File: config.mk
export PLATFORM = sky130hd
export DESIGN_NAME = mem_stage_flat
export DESIGN_NICKNAME = d
export VERILOG_FILES = /design/src/rtl/cpu_types_pkg.sv /design/src/rtl/mem_stage_if.sv /design/src/rtl/mem_stage_link_reg.sv /design/src/rtl/mem_stage.sv /design/src/flat_wrapper.sv
export SDC_FILE = /design/constraint.sdc
export NUM_CORES = 1
export LEC_CHECK = 0
export BUFFER_PORTS_ARGS = -buffer_cell sky130_fd_sc_hd__buf_2
export CORE_ASPECT_RATIO = 1.2
export CORE_MARGIN = 2
export CORE_UTILIZATION = 45
export DETAILED_ROUTE_END_ITERATION = 6
export PLACE_DENSITY = 0.77
export SKIP_LAST_GASP = 1
export SYNTH_ARGS = -nofsm -noshare
export SYNTH_HDL_FRONTEND = slang
export SYNTH_HIERARCHICAL = 1
export SYNTH_SLANG_ARGS = --single-unit
File: constraint.sdc
create_clock -name CLK -period 2.7 [get_ports CLK]
set_clock_uncertainty 0.05 [all_clocks]
set_input_delay 0.405 -clock CLK [delete_from_list [all_inputs] [get_ports CLK]]
set_output_delay 0.405 -clock CLK [all_outputs]
set_load 0.02 [all_outputs]
File: src/rtl/cpu_types_pkg.sv
// Shared CPU types: data words, register selects, writeback select and MEM-stage states.
// word_eq compares word addresses, ignoring byte-offset bits [1:0].
package cpu_types_pkg;

  typedef logic [31:0] word_t;
  typedef logic [4:0]  regbits_t;

  typedef enum logic [2:0] {
    ALU = 3'd0,
    MEM = 3'd1,
    PC4 = 3'd2,
    LUI = 3'd3,
    SC  = 3'd4
  } memtoreg_t;

  typedef enum logic [1:0] {
    IDLE = 2'd0,
    WAIT = 2'd1,
    HALT = 2'd2
  } mem_state_t;

  function automatic logic word_eq(input word_t a, input word_t b);
    return ((a ^ b) >> 2) == 32'd0;
  endfunction

endpackage

File: src/rtl/mem_stage_if.sv
// Data-cache request/response bus between the MEM stage (master) and the dcache (slave).
interface mem_stage_if;
  import cpu_types_pkg::*;

  logic  dmemREN;
  logic  dmemWEN;
  word_t dmemaddr;
  word_t dmemstore;
  logic  dhit;
  word_t dmemload;

  modport master (
    output dmemREN, dmemWEN, dmemaddr, dmemstore,
    input  dhit, dmemload
  );

  modport slave (
    input  dmemREN, dmemWEN, dmemaddr, dmemstore,
    output dhit, dmemload
  );
endinterface

File: src/rtl/mem_stage_link_reg.sv
// LL/SC link register: holds the linked word address and resolves set/clear priority.
module link_reg
  import cpu_types_pkg::*;
(
  input  logic  CLK,
  input  logic  nRST,
  input  logic  set,
  input  word_t set_addr,
  input  logic  sc_done,
  input  logic  st_done,
  input  word_t st_addr,
  input  logic  snoop_inv,
  input  word_t snoop_addr,
  input  word_t cmp_addr,
  output logic  link_hit
);

  logic  link_valid;
  word_t link_addr;
  logic  snoop_clr;
  logic  st_clr;

  assign snoop_clr = snoop_inv & word_eq(snoop_addr, link_addr);
  assign st_clr    = st_done & word_eq(st_addr, link_addr);
  assign link_hit  = link_valid & word_eq(cmp_addr, link_addr);

  // A new link survives a concurrent snoop unless the snoop hits the word being linked.
  always_ff @(posedge CLK or negedge nRST) begin
    if (!nRST) begin
      link_valid <= 1'b0;
      link_addr  <= '0;
    end else if (set) begin
      link_addr  <= set_addr;
      link_valid <= ~(snoop_inv & word_eq(snoop_addr, set_addr));
    end else if (sc_done || st_clr || snoop_clr) begin
      link_valid <= 1'b0;
    end
  end

endmodule

File: src/rtl/mem_stage.sv
// MEM stage: dcache request sequencing, LL/SC handling, stall generation and MEM/WB register.
//   state | meaning
//   IDLE  | requests driven straight from EX/MEM; zero-latency hits complete here
//   WAIT  | missed request replayed from captured registers until dhit
//   HALT  | halt retired; no requests, wb_halt held until reset
module mem_stage
  import cpu_types_pkg::*;
#(
  parameter bit LLSC_EN = 1'b1
) (
  input  logic        CLK,
  input  logic        nRST,
  input  logic        valid_i,
  input  logic        dREN_i,
  input  logic        dWEN_i,
  input  logic        datomic_i,
  input  word_t       OutputPort_i,
  input  word_t       rdat2_i,
  input  word_t       pc4_i,
  input  word_t       lui_imm_i,
  input  regbits_t    wsel_i,
  input  logic        RegWr_i,
  input  logic        halt_i,
  input  logic [2:0]  MemToReg_i,
  input  logic        flush_i,
  input  logic        snoop_inv,
  input  word_t       snoop_addr,
  mem_stage_if.master dc,
  output logic        mem_stall,
  output logic        wb_valid,
  output logic        wb_RegWr,
  output logic        wb_halt,
  output regbits_t    wb_wsel,
  output word_t       wb_wdat
);

  mem_state_t state_q, state_d;

  logic  atomic, link_hit, sc_fail, mem_op;
  logic  ren, wen, stall, done, capture, sc_ok;
  word_t addr, store;
  logic  cur_ren, cur_wen, cur_atomic;
  word_t cur_addr;
  logic  req_ren_q, req_wen_q, req_atomic_q;
  word_t req_addr_q, req_store_q;
  logic  flush_pend_q;
  word_t wdat_d;

  assign atomic  = LLSC_EN & datomic_i;
  assign sc_fail = atomic & dWEN_i & ~link_hit;
  assign mem_op  = valid_i & (dREN_i | dWEN_i) & ~sc_fail;

  always_ff @(posedge CLK or negedge nRST) begin
    if (!nRST) state_q <= IDLE;
    else       state_q <= state_d;
  end

  // A failed SC never reaches WAIT, so any atomic store replayed there has already succeeded.
  always_comb begin
    state_d    = state_q;
    ren        = 1'b0;
    wen        = 1'b0;
    addr       = '0;
    store      = '0;
    stall      = 1'b0;
    done       = 1'b0;
    capture    = 1'b0;
    cur_ren    = dREN_i;
    cur_wen    = dWEN_i;
    cur_atomic = atomic;
    cur_addr   = OutputPort_i;
    sc_ok      = ~sc_fail;
    case (state_q)
      IDLE: begin
        ren   = mem_op & dREN_i;
        wen   = mem_op & dWEN_i;
        addr  = OutputPort_i;
        store = rdat2_i;
        if (mem_op && !dc.dhit) begin
          stall   = 1'b1;
          capture = 1'b1;
          state_d = WAIT;
        end else begin
          done = mem_op;
          if (halt_i && valid_i) state_d = HALT;
        end
      end
      WAIT: begin
        ren        = req_ren_q;
        wen        = req_wen_q;
        addr       = req_addr_q;
        store      = req_store_q;
        cur_ren    = req_ren_q;
        cur_wen    = req_wen_q;
        cur_atomic = req_atomic_q;
        cur_addr   = req_addr_q;
        sc_ok      = 1'b1;
        if (dc.dhit) begin
          done    = 1'b1;
          state_d = IDLE;
        end else begin
          stall = 1'b1;
        end
      end
      HALT: ;
      default: state_d = IDLE;
    endcase
  end

  assign dc.dmemREN   = nRST & ren;
  assign dc.dmemWEN   = nRST & wen;
  assign dc.dmemaddr  = nRST ? addr : '0;
  assign dc.dmemstore = nRST ? store : '0;
  assign mem_stall    = nRST & stall;

  always_ff @(posedge CLK or negedge nRST) begin
    if (!nRST) begin
      req_ren_q    <= 1'b0;
      req_wen_q    <= 1'b0;
      req_atomic_q <= 1'b0;
      req_addr_q   <= '0;
      req_store_q  <= '0;
    end else if (capture) begin
      req_ren_q    <= dREN_i;
      req_wen_q    <= dWEN_i;
      req_atomic_q <= atomic;
      req_addr_q   <= OutputPort_i;
      req_store_q  <= rdat2_i;
    end
  end

  link_reg u_link (
    .CLK        (CLK),
    .nRST       (nRST),
    .set        (done & cur_ren & cur_atomic),
    .set_addr   (cur_addr),
    .sc_done    (done & cur_wen & cur_atomic),
    .st_done    (done & cur_wen),
    .st_addr    (cur_addr),
    .snoop_inv  (snoop_inv),
    .snoop_addr (snoop_addr),
    .cmp_addr   (OutputPort_i),
    .link_hit   (link_hit)
  );

  always_comb begin
    wdat_d = '0;
    case (memtoreg_t'(MemToReg_i))
      ALU:     wdat_d = OutputPort_i;
      MEM:     wdat_d = dc.dmemload;
      PC4:     wdat_d = pc4_i;
      LUI:     wdat_d = lui_imm_i;
      SC:      wdat_d = {31'd0, sc_ok};
      default: wdat_d = '0;
    endcase
  end

  // A flush seen while stalled is remembered and applied on the first free cycle.
  always_ff @(posedge CLK or negedge nRST) begin
    if (!nRST) begin
      flush_pend_q <= 1'b0;
      wb_valid     <= 1'b0;
      wb_RegWr     <= 1'b0;
      wb_halt      <= 1'b0;
      wb_wsel      <= '0;
      wb_wdat      <= '0;
    end else begin
      flush_pend_q <= stall ? (flush_pend_q | flush_i) : 1'b0;
      if (state_q == HALT) begin
        wb_halt <= 1'b1;
      end else if (!stall) begin
        if (flush_i || flush_pend_q || !valid_i) begin
          wb_valid <= 1'b0;
          wb_RegWr <= 1'b0;
          wb_halt  <= 1'b0;
          wb_wsel  <= '0;
          wb_wdat  <= '0;
        end else begin
          wb_valid <= 1'b1;
          wb_RegWr <= RegWr_i;
          wb_halt  <= halt_i;
          wb_wsel  <= wsel_i;
          wb_wdat  <= wdat_d;
        end
      end
    end
  end

endmodule

File: src/flat_wrapper.sv
// flat-port wrapper written by rule: the top's interface ports become plain ports
module mem_stage_flat import cpu_types_pkg::*;
#(
  parameter bit LLSC_EN = 1'b1
)
  (CLK, nRST, valid_i, dREN_i, dWEN_i, datomic_i, OutputPort_i, rdat2_i, pc4_i, lui_imm_i, wsel_i, RegWr_i, halt_i, MemToReg_i, flush_i, snoop_inv, snoop_addr, mem_stall, wb_valid, wb_RegWr, wb_halt, wb_wsel, wb_wdat, dc_dmemREN, dc_dmemWEN, dc_dmemaddr, dc_dmemstore, dc_dhit, dc_dmemload);
  mem_stage_if dc_i ();
  input  logic CLK;
  input  logic nRST;
  input  logic valid_i;
  input  logic dREN_i;
  input  logic dWEN_i;
  input  logic datomic_i;
  input  word_t OutputPort_i;
  input  word_t rdat2_i;
  input  word_t pc4_i;
  input  word_t lui_imm_i;
  input  regbits_t wsel_i;
  input  logic RegWr_i;
  input  logic halt_i;
  input  logic [2:0] MemToReg_i;
  input  logic flush_i;
  input  logic snoop_inv;
  input  word_t snoop_addr;
  output logic mem_stall;
  output logic wb_valid;
  output logic wb_RegWr;
  output logic wb_halt;
  output regbits_t wb_wsel;
  output word_t wb_wdat;
  output wire logic [$bits(dc_i.dmemREN)-1:0] dc_dmemREN;
  output wire logic [$bits(dc_i.dmemWEN)-1:0] dc_dmemWEN;
  output wire logic [$bits(dc_i.dmemaddr)-1:0] dc_dmemaddr;
  output wire logic [$bits(dc_i.dmemstore)-1:0] dc_dmemstore;
  input wire logic [$bits(dc_i.dhit)-1:0] dc_dhit;
  input wire logic [$bits(dc_i.dmemload)-1:0] dc_dmemload;
  assign dc_dmemREN = dc_i.dmemREN;
  assign dc_dmemWEN = dc_i.dmemWEN;
  assign dc_dmemaddr = dc_i.dmemaddr;
  assign dc_dmemstore = dc_i.dmemstore;
  assign dc_i.dhit = dc_dhit;
  assign dc_i.dmemload = dc_dmemload;
  mem_stage #(.LLSC_EN(LLSC_EN)) u_core (.CLK(CLK), .nRST(nRST), .valid_i(valid_i), .dREN_i(dREN_i), .dWEN_i(dWEN_i), .datomic_i(datomic_i), .OutputPort_i(OutputPort_i), .rdat2_i(rdat2_i), .pc4_i(pc4_i), .lui_imm_i(lui_imm_i), .wsel_i(wsel_i), .RegWr_i(RegWr_i), .halt_i(halt_i), .MemToReg_i(MemToReg_i), .flush_i(flush_i), .snoop_inv(snoop_inv), .snoop_addr(snoop_addr), .dc(dc_i), .mem_stall(mem_stall), .wb_valid(wb_valid), .wb_RegWr(wb_RegWr), .wb_halt(wb_halt), .wb_wsel(wb_wsel), .wb_wdat(wb_wdat));
endmodule
==> results of run 1 <==
sequential cells by signal, summed over array words and instances (netlist names), 2 cells and up:
register,count
u_core/req_store_q,32
u_core/wb_wdat,32
u_core/wb_wsel,5
u_core/req_addr_q,32
u_core/u_link/link_addr,30
u_core/state_q,2
cell type report:
class	count	area share, %
Antenna cell	1	0.0196
Tap cell	256	2.51
Sequential cell	141	27.6
Clock buffer	24	3.85
Multi-Input combinational cell	603	42.0
Inverter	5	0.147
Clock inverter	8	0.832
Timing Repair Buffer	426	23.0
worst max path at each step:
stage	from	to	slack [ps]	cells past startpoint
floorplan	u_core/u_link/link_addr[21]	u_core/u_link/link_addr[15]	40	11
global placement	OutputPort_i[22]	u_core/u_link/link_valid	-360	15
detailed placement	OutputPort_i[22]	u_core/u_link/link_valid	-430	15
CTS	u_core/u_link/link_addr[20]	mem_stall	-530	13
global route	u_core/u_link/link_addr[16]	dc_dmemREN	-680	12
finish	u_core/u_link/link_addr[31]	dc_dmemREN	-560	11
what timing repair did:
item                                    4_1_cts  5_1_grt
endpoints found under the setup margin      140      171
gates resized for setup                      96       48
cloned                                       14        1
pin swaps                                    25       36
setup buffers                                26       13
layer usage:
layer	track usage, %	wire length [um]	up-vias
li1	-	-	3631
met1	36.8	12400	4104
met2	53.2	16000	403
met3	6.22	2140	79
met4	15.1	1300	0
met5	0	0	-
power by group:
| part | internal [mW] | leakage, nW | switching [mW] |
|---|---|---|---|
| logic | 1.20 | 4.03 | 0.985 |
| clock network | 1.47 | 0.287 | 0.945 |
| registers | 2.59 | 1.85 | 0.327 |
| total | 5.26 | 6.16 | 2.26 |
through the flow:
stage	hold slack (ps)	setup TNS, ps	cell area (um^2)	instances
2_1_floorplan	59.4	0	8760	797
3_3_place_gp	404	-28630	11100	1392
3_5_place_dp	418	-34980	11100	1392
4_1_cts	138	-37600	12700	1462
5_1_grt	146	-70330	12800	1463
6_report	84.0	-56610	12800	1464
==> run metrics, run 1 <==
outcome finished with violations; violated checks setup timing; fin util 67.3%; Period Utilization, post-route 121%; Setup crit end kind output pin; Total Wirelength 31,900 um; IO Port Bufs 315; crit path cell chain xor2_1 -> nor4_1 -> nand4_1 -> nor4_2 -> buf_4 -> and3b_2 -> nor2_4 -> buf_6 -> nand3b_1 -> a21oi_2 -> buf_6; r2r setup slk -560 ps; drt initial violations 551; Avg Inst Size Synth 11.0 um^2; DRC violations left 0; crit path max fanout 3; achievable clock frequency 307 MHz; most frequent cells in the layout buf_2, dfrtp_1, nand2_1; vias in the first global route between 8,000 and 9,000; Worst-path clk slew 60 ps; CP arrival 2800 ps; Power Total 7.51 mW; final RePlAce weighted congestion between 0.9 and 1; final worst slack -557 ps; vias 8,217; total gr overflow 0; most common cell after layout, fill and taps aside buf_2; min cycle time layout around 3300 ps; Hold Buf Count CTS 0; Pins Over Slew Limit 0; R2R cell count 18; Post-Syn Instances about 800; Vias per Instance 5.61; DPL Wire Length 20,900 um; Crit path largest cell delay 400 ps; CP Data Required Time 2250 ps; Root Buffer clkbuf_16; r2r endpoint u_core/u_link/link_valid; Post-DRT Antenna Nets 0; worst skew pair latency 420 ps; Initial Util 46.1%; Die Wd 131 um; Layout area overhead 45.9%; pwr dens 588 nW/um^2; clock tree sinks 141; max_cap viols 0; final net count about 1,400; Mapped Area 8760 um^2; Slew HR 44.1%; Lkg Pwr 6.16 nW; area of the multi-input gates 5360 um^2; most used cell, CP buf_6; CTS tree built; gr usage total 30.7%; std cell rows 55; Worst Path Class, Setup flop to output pin; Filler cells between 1,000 and 1,500; share of cells above drive strength 1 50.0%; CP max-delay cell dfrtp_1; DR pass1 iterations 5; Yosys Warn Count 6; die height 157 um; reg2reg start u_core/u_link/link_addr[31]; Worst Path Buf+Inv 3; IR Drop Worst-Case VDD 0.430 mV; CP top delay family simple AND/OR/NAND/NOR gates; H-Tree Level Count 4; Clock Path Buffers 2; Tightest Pin Transition 839 ps; HP Class input port to asynchronous set/reset pin; Final Setup Violations 141; boundary pin count ~320; DR WL/cell 21.8 um; antenna violations before repair 1; syn_nets just over 1,000; final hold vios 0; startpoint types flop; RSZ-0062 raised after global routing yes; core area 19,000 um^2; die area 20,600 um^2; largest net degree at the start of global routing 142; pre-CTS WS -430 ps; Num CTS Buffers 17; sequential cell area 3530 um^2; first-pass GRT wire length 48,400 um
Note: power is estimated with default switching activity, not from simulation.
==> run 2, diff against run 1 <==
PLACE_DENSITY = not set   (was 0.77)
PLACE_DENSITY_LB_ADDON = 0.05   (was not set)
TNS_END_PERCENT = 1   (was not set)
==> run 2 against run 1 <==
- the run ends with DRC, setup timing left
- non-clock buffer count is 29 lower
- clock power is 3% higher
- register-to-register slack better by 97 ps
- hold slack better by 59 ps
- global-route usage is 4.2 points lower
- fmax is 3.3% lower
- first-iteration DRC count is 42% lower
- total power is 3.7% lower
- sequential power is 1% lower
==> run metrics, run 2 (synthesis gave the netlist of run 1 again) <==
antenna violations before repair 1 (unchanged); most common cell after layout, fill and taps aside buf_2; CP Data Required Time 2250 ps (about the same); clock power share 34.4% (+2.3 points); achievable clock frequency 297 MHz (-3.3%); vias in the first global route 7,791 (-10%); final RePlAce weighted congestion 0.966 (+1.3%); CP max-delay cell dfrtp_1; Die Wd 131 um (unchanged); Worst-path clk slew 70 ps (about the same); crit path cell chain xor2_2 -> nor4_2 -> buf_4 -> nand4_1 -> nor4_2 -> buf_4 -> and3b_1 -> nor2_2 -> buf_6 -> o21ai_4 -> inv_1 -> and2_4 -> buf_6; Total Wirelength 27,300 um (-14%); Net Sw Frac 29.8% (-0.20 points); DR WL/cell 19.0 um (-13%); final hold vios 0 (unchanged); fin area 11,900 um^2 (-6.6%); H-Tree Level Count 4 (unchanged); CP top delay family simple AND/OR/NAND/NOR gates; final worst slack -669 ps (-112 ps); boundary pin count 318 (unchanged); CTS tree built; total gr overflow 0 (unchanged); Hold Buf Count CTS 0 (unchanged); Pint 5.08 mW (-3.4%); Lkg Pwr 5.78 nW (-6.3%); min cycle time layout 3370 ps (+112 ps); Worst Path Class, Setup flop to output pin; crit path max fanout 3 (unchanged); CP arrival 2910 ps (+110 ps); Post-DP Area 11,200 um^2 (+0.94%); Post-DRT Antenna Nets 0 (unchanged); first-pass GRT wire length 42,200 um (-13%); drt initial violations 317 (-42%); Slew HR 49.2% (+5.1 points); Setup crit end kind output pin; pwr dens 606 nW/um^2 (+3.1%); Power Total 7.24 mW (-3.7%); RSZ-0062 raised after global routing yes; Seq pwr share 39.8% (+1.0 points); startpoint types flop; Num CTS Buffers 17 (unchanged); worst skew pair latency 420 ps (about the same); std cell rows 55 (unchanged); Top Registers u_core/req_addr_q: 32 flops, u_core/req_store_q: 32 flops, u_core/wb_wdat: 32 flops; Tightest Pin Transition 762 ps (-76.7 ps); Clock Path Buffers 2 (unchanged); IO Port Bufs 315 (unchanged); Final Setup Violations 141 (unchanged); core area 19,000 um^2 (unchanged); DR pass1 iterations 7 (+2); IR Drop Worst-Case VDD 0.445 mV (+3.5%); violated checks DRC, setup timing; DPL Wire Length 20,700 um (-0.70%); DRC violations left 5 (+5); HP Class input port to flop; Worst Path Buf+Inv 5 (+2); pre-CTS WS -543 ps (-113 ps); die area 20,600 um^2 (unchanged); Combinational Power Share 25.8% (-3.3 points); largest net degree at the start of global routing 142 (unchanged); vias 7,541 (-8.2%); clock tree sinks 141 (unchanged); post-route setup TNS -42,320 ps (+14,290 ps); Root Buffer clkbuf_16; share of cells above drive strength 1 48.2% (-1.7 points); Layout area overhead 36.3%; Pins Over Slew Limit 0 (unchanged); max_cap viols 0 (unchanged); final net count 1,376 (-2.1%); worst hold slack 143 ps (+59.5 ps); Vias per Instance 5.26 (-6.4%); Period Utilization, post-route 125% (+4.1 points); gr usage total 26.5% (-4.2 points); most frequent cells in the layout buf_2, dfrtp_1, nand2_1; die height 157 um (unchanged); outcome finished with violations; Crit path largest cell delay 410 ps (about the same); Initial Util 46.1% (unchanged); NetSw 2.16 mW (-4.3%)
## run 2: cell types whose count changed in the layout (fill, tap and decap cells not counted), moves of 7 or more
cell / before / now
mux2_4: 72 / 0
buf_6: 18 / 4
mux2_2: 23 / 94
buf_12: 23 / 14
buf_16: 7 / 0
## run 2: worst paths after layout
kind                                        startpoint                          to  slack (ps)  cells after the start
setup reg to reg           u_core/u_link/link_addr[16]    u_core/u_link/link_valid        -460                     14
min in group asynchronous                         nRST  u_core/u_link/link_addr[2]         160                      2
setup / recovery           u_core/u_link/link_addr[16]                   mem_stall        -670                     13
hold / removal                               wsel_i[1]           u_core/wb_wsel[1]         140                      2
max in group asynchronous                         nRST           u_core/state_q[0]        1850                      2
hold reg to reg                        u_core/wb_valid             u_core/wb_valid         430                      1
## run 2: area by class of cell
type                            count  area (um^2)
Timing Repair Buffer              397         2390
Inverter                            5         18.8
Clock buffer                       19          443
Antenna cell                        1         2.50
Fill cell                        1673         7060
Tap cell                          256          320
Sequential cell                   141         3530
Clock inverter                     13          180
Multi-Input combinational cell    603         5050
## run 2: power groups by stage
stage	Combinational [mW]	Clock, mW	Sequential, mW
4_1_cts	1.88	2.53	2.87
3_3_place_gp	1.84	0	2.89
3_5_place_dp	1.87	0	2.91
5_1_grt	2.02	2.63	2.94
2_1_floorplan	0.957	0	3.02
6_report	1.87	2.49	2.88
## run 2: repair_timing
item / 4_1_cts / 5_1_grt
gates resized for setup: 2 / 13
setup endpoints to repair: 141 / 141
cloned: 0 / 0
pin swaps: 0 / 11
endpoints found under the hold margin: 0 / 0
buffers inserted: 0 / 1
## run 2: per-stage QoR
step	utilization [%]	instances
global placement	59.2	1401
CTS	62.5	1433
detailed placement	59.2	1401
global route	62.8	1435
finish	62.8	1435
floorplan	-	797
## run 2: worst reg2reg max path: cells and delay by family, from the launching register on
kind / cells / cell delay, ps
AO/OA/AOI/OAI: 4 / 700
AND/OR/NAND/NOR: 7 / 1390
buffers and inverters: 2 / 330
flip-flops: 1 / 410
XOR/XNOR: 1 / 170
## run 2: metal layers
metal	up-vias	track usage [%]	part of all wire [%]
li1	3575	-	-
met1	3695	33.3	42
met2	230	45.6	50
met3	41	6.22	5.7
met4	0	7.92	2.1
met5	-	0	0
==> run 3, diff against run 2 <==
ABC_AREA = 1   (was not set)
==> run 3 against run 2 <==
- the flow finishes with violations (setup timing)
- global-route usage grew 5.5 points
- synthesized cell count grew 93%
- final area grew 6.9%
- core utilization shrank 3.5 points
- total power grew 46%
- largest cell class unchanged
- highest routed layer unchanged
==> run metrics, run 3 <==
Pint 5.93 mW (+17%); pwr dens 830 nW/um^2 (+37%); clock tree sinks 141 (unchanged); max_cap viols 0 (unchanged); drt initial violations 943 (+200%); Power Total 10.6 mW (+46%); Post-Syn Instances 1,538 (+93%); total gr overflow 0 (unchanged); final RePlAce weighted congestion 0.926 (-4.2%); Worst-path clk slew 70 ps (about the same); die area 22,900 um^2 (+11%); NetSw 4.66 mW (+120%); r2r setup slk -70 ps (+390 ps); IO Port Bufs 315 (unchanged); CP arrival 2370 ps (-540 ps); startpoint types flop; Pins Over Slew Limit 0 (unchanged); DR WL/cell 17.2 um (-9.7%); gr usage total 31.9% (+5.5 points); violated checks setup timing; std cell rows 59 (+7.3%); Top Registers u_core/req_addr_q: 32 flops, u_core/req_store_q: 32 flops, u_core/wb_wdat: 32 flops; Post-Place Cells 2,099 (+50%); Period Utilization, post-route 105% (-20 points); CTS tree built; reg2reg start u_core/u_link/link_addr[11]; Num CTS Buffers 17 (unchanged); Post-Layout Cell Count 2,163 (+51%); vias in the first global route 10,239 (+31%); Clock Path Buffers 2 (unchanged); final worst slack -127 ps (+542 ps); Die Wd 139 um (+5.5%); Initial Util 45.5% (-0.58 points); crit path max fanout 2 (-1); Filler cells 2,149 (+28%); DR pass1 iterations 5 (-2); clock power share 21.9% (-13 points); Avg Inst Size Synth 6.36 um^2 (-42%); CP Data Required Time 2250 ps (about the same); Combinational Power Share 44.6% (+19 points); DRC violations left 0 (-5); HP Class input port to asynchronous set/reset pin; pre-CTS WS -71.1 ps (+472 ps); Seq pwr share 33.5% (-6.3 points); R2R cell count 22 (+8); min cycle time layout 2830 ps (-542 ps); Lkg Pwr 6.96 nW (+20%); boundary pin count 318 (unchanged); fin util 59.4% (-3.5 points); Root Buffer clkbuf_16; Yosys Warn Count 6 (unchanged); RSZ-0062 raised after global routing yes; core area 21,500 um^2 (+13%); sequential cell area 3530 um^2 (about the same); most common cell after layout, fill and taps aside nand2_1; Tightest Pin Transition 965 ps (+203 ps); die height 165 um (+5.5%); outcome finished with violations; Final Setup Violations 4 (-97%); most frequent cells in the layout nand2_1, buf_2, dfrtp_1; DPL Wire Length 27,600 um (+33%); Total Wirelength 37,100 um (+36%); worst skew pair latency 430 ps (about the same); achievable clock frequency 354 MHz (+19%); Vias per Instance 5.10 (-3.0%); final net count 2,083 (+51%); worst hold slack 53.3 ps (-90.1 ps); Net Sw Frac 44.0% (+14 points); final hold vios 0 (unchanged); Setup crit end kind output pin; Mapped Area 9780 um^2 (+12%); first-pass GRT wire length 56,900 um (+35%); area of the multi-input gates 5350 um^2 (+6.0%); antenna violations before repair 3 (+2); Worst Path Class, Setup flop to output pin; H-Tree Level Count 4 (unchanged); IR Drop Worst-Case VDD 0.557 mV (+25%); r2r endpoint u_core/wb_wdat[0]; vias 11,029 (+46%); Post-DRT Antenna Nets 0 (unchanged); largest net degree at the start of global routing 142 (unchanged); Layout area overhead 30.5%; syn_nets 1,749 (+74%); share of cells above drive strength 1 27.4% (-21 points); Slew HR 35.0% (-14 points)
run 3: power by group through the flow:
stage / clock, mW / sequential [mW] / combinational (mW)
after floorplan: 0 / 3.58 / 2.76
after global placement: 0 / 3.54 / 4.28
after detailed placement: 0 / 3.58 / 4.34
after CTS: 2.36 / 3.54 / 4.59
after global routing: 2.45 / 3.64 / 5.21
final: 2.32 / 3.54 / 4.73
run 3: worst max path at each step:
stage / start / endpoint / slack, ps / cells past startpoint
finish: u_core/u_link/link_addr[29] / dc_dmemREN / -130 / 16
global route: u_core/u_link/link_addr[7] / u_core/wb_wdat[0] / -200 / 23
CTS: u_core/u_link/link_addr[5] / dc_dmemWEN / -130 / 15
detailed placement: OutputPort_i[12] / u_core/u_link/link_valid / -70 / 19
global placement: OutputPort_i[12] / u_core/u_link/link_valid / -30 / 19
floorplan: u_core/u_link/link_addr[15] / u_core/u_link/link_addr[24] / 260 / 16
run 3: repair_timing:
action,in CTS,in global routing
resized for setup,15,17
setup buffers,22,7
endpoints found under the setup margin,18,40
pin swaps,11,15
hold buffers,0,0
run 3: per-stage QoR:
step / TNS (ps) / instance area (um^2)
after floorplan: 0 / 9780
after global placement: -83.6 / 11800
after detailed placement: -1040 / 11800
after CTS: -529 / 12700
after global routing: -1220 / 12800
final: -373 / 12800
run 3: layout make-up:
class	instances	share of cell area, %
Clock inverter	14	1.09
Clock buffer	18	3.44
Multi-Input combinational cell	1148	41.9
Timing Repair Buffer	392	18.0
Inverter	172	5.10
Tap cell	274	2.69
Antenna cell	4	0.0785
Sequential cell	141	27.7
run 3: worst max-delay path, cell delays in order, from the launching register on:
cell	delay, ps
dfrtp_1	370
inv_2	60
nand2_1	110
o21ai_1	80
nor2_1	110
o2111ai_1	120
nor2_1	130
nand2_1	110
nor2_2	100
inv_1	60
nand3_2	80
nand2_2	70
buf_6	130
inv_4	50
nand3_2	60
a21oi_2	160
buf_6	140
run 3: layer usage:
| layer | share of wire [%] | up-vias | global-route usage [%] |
|---|---|---|---|
| met2 | 46 | 462 | 51.5 |
| met4 | 3.9 | 0 | 13.2 |
| li1 | - | 5489 | - |
| met3 | 7.2 | 71 | 5.82 |
| met5 | 0 | - | 0 |
| met1 | 43 | 5007 | 42.7 |
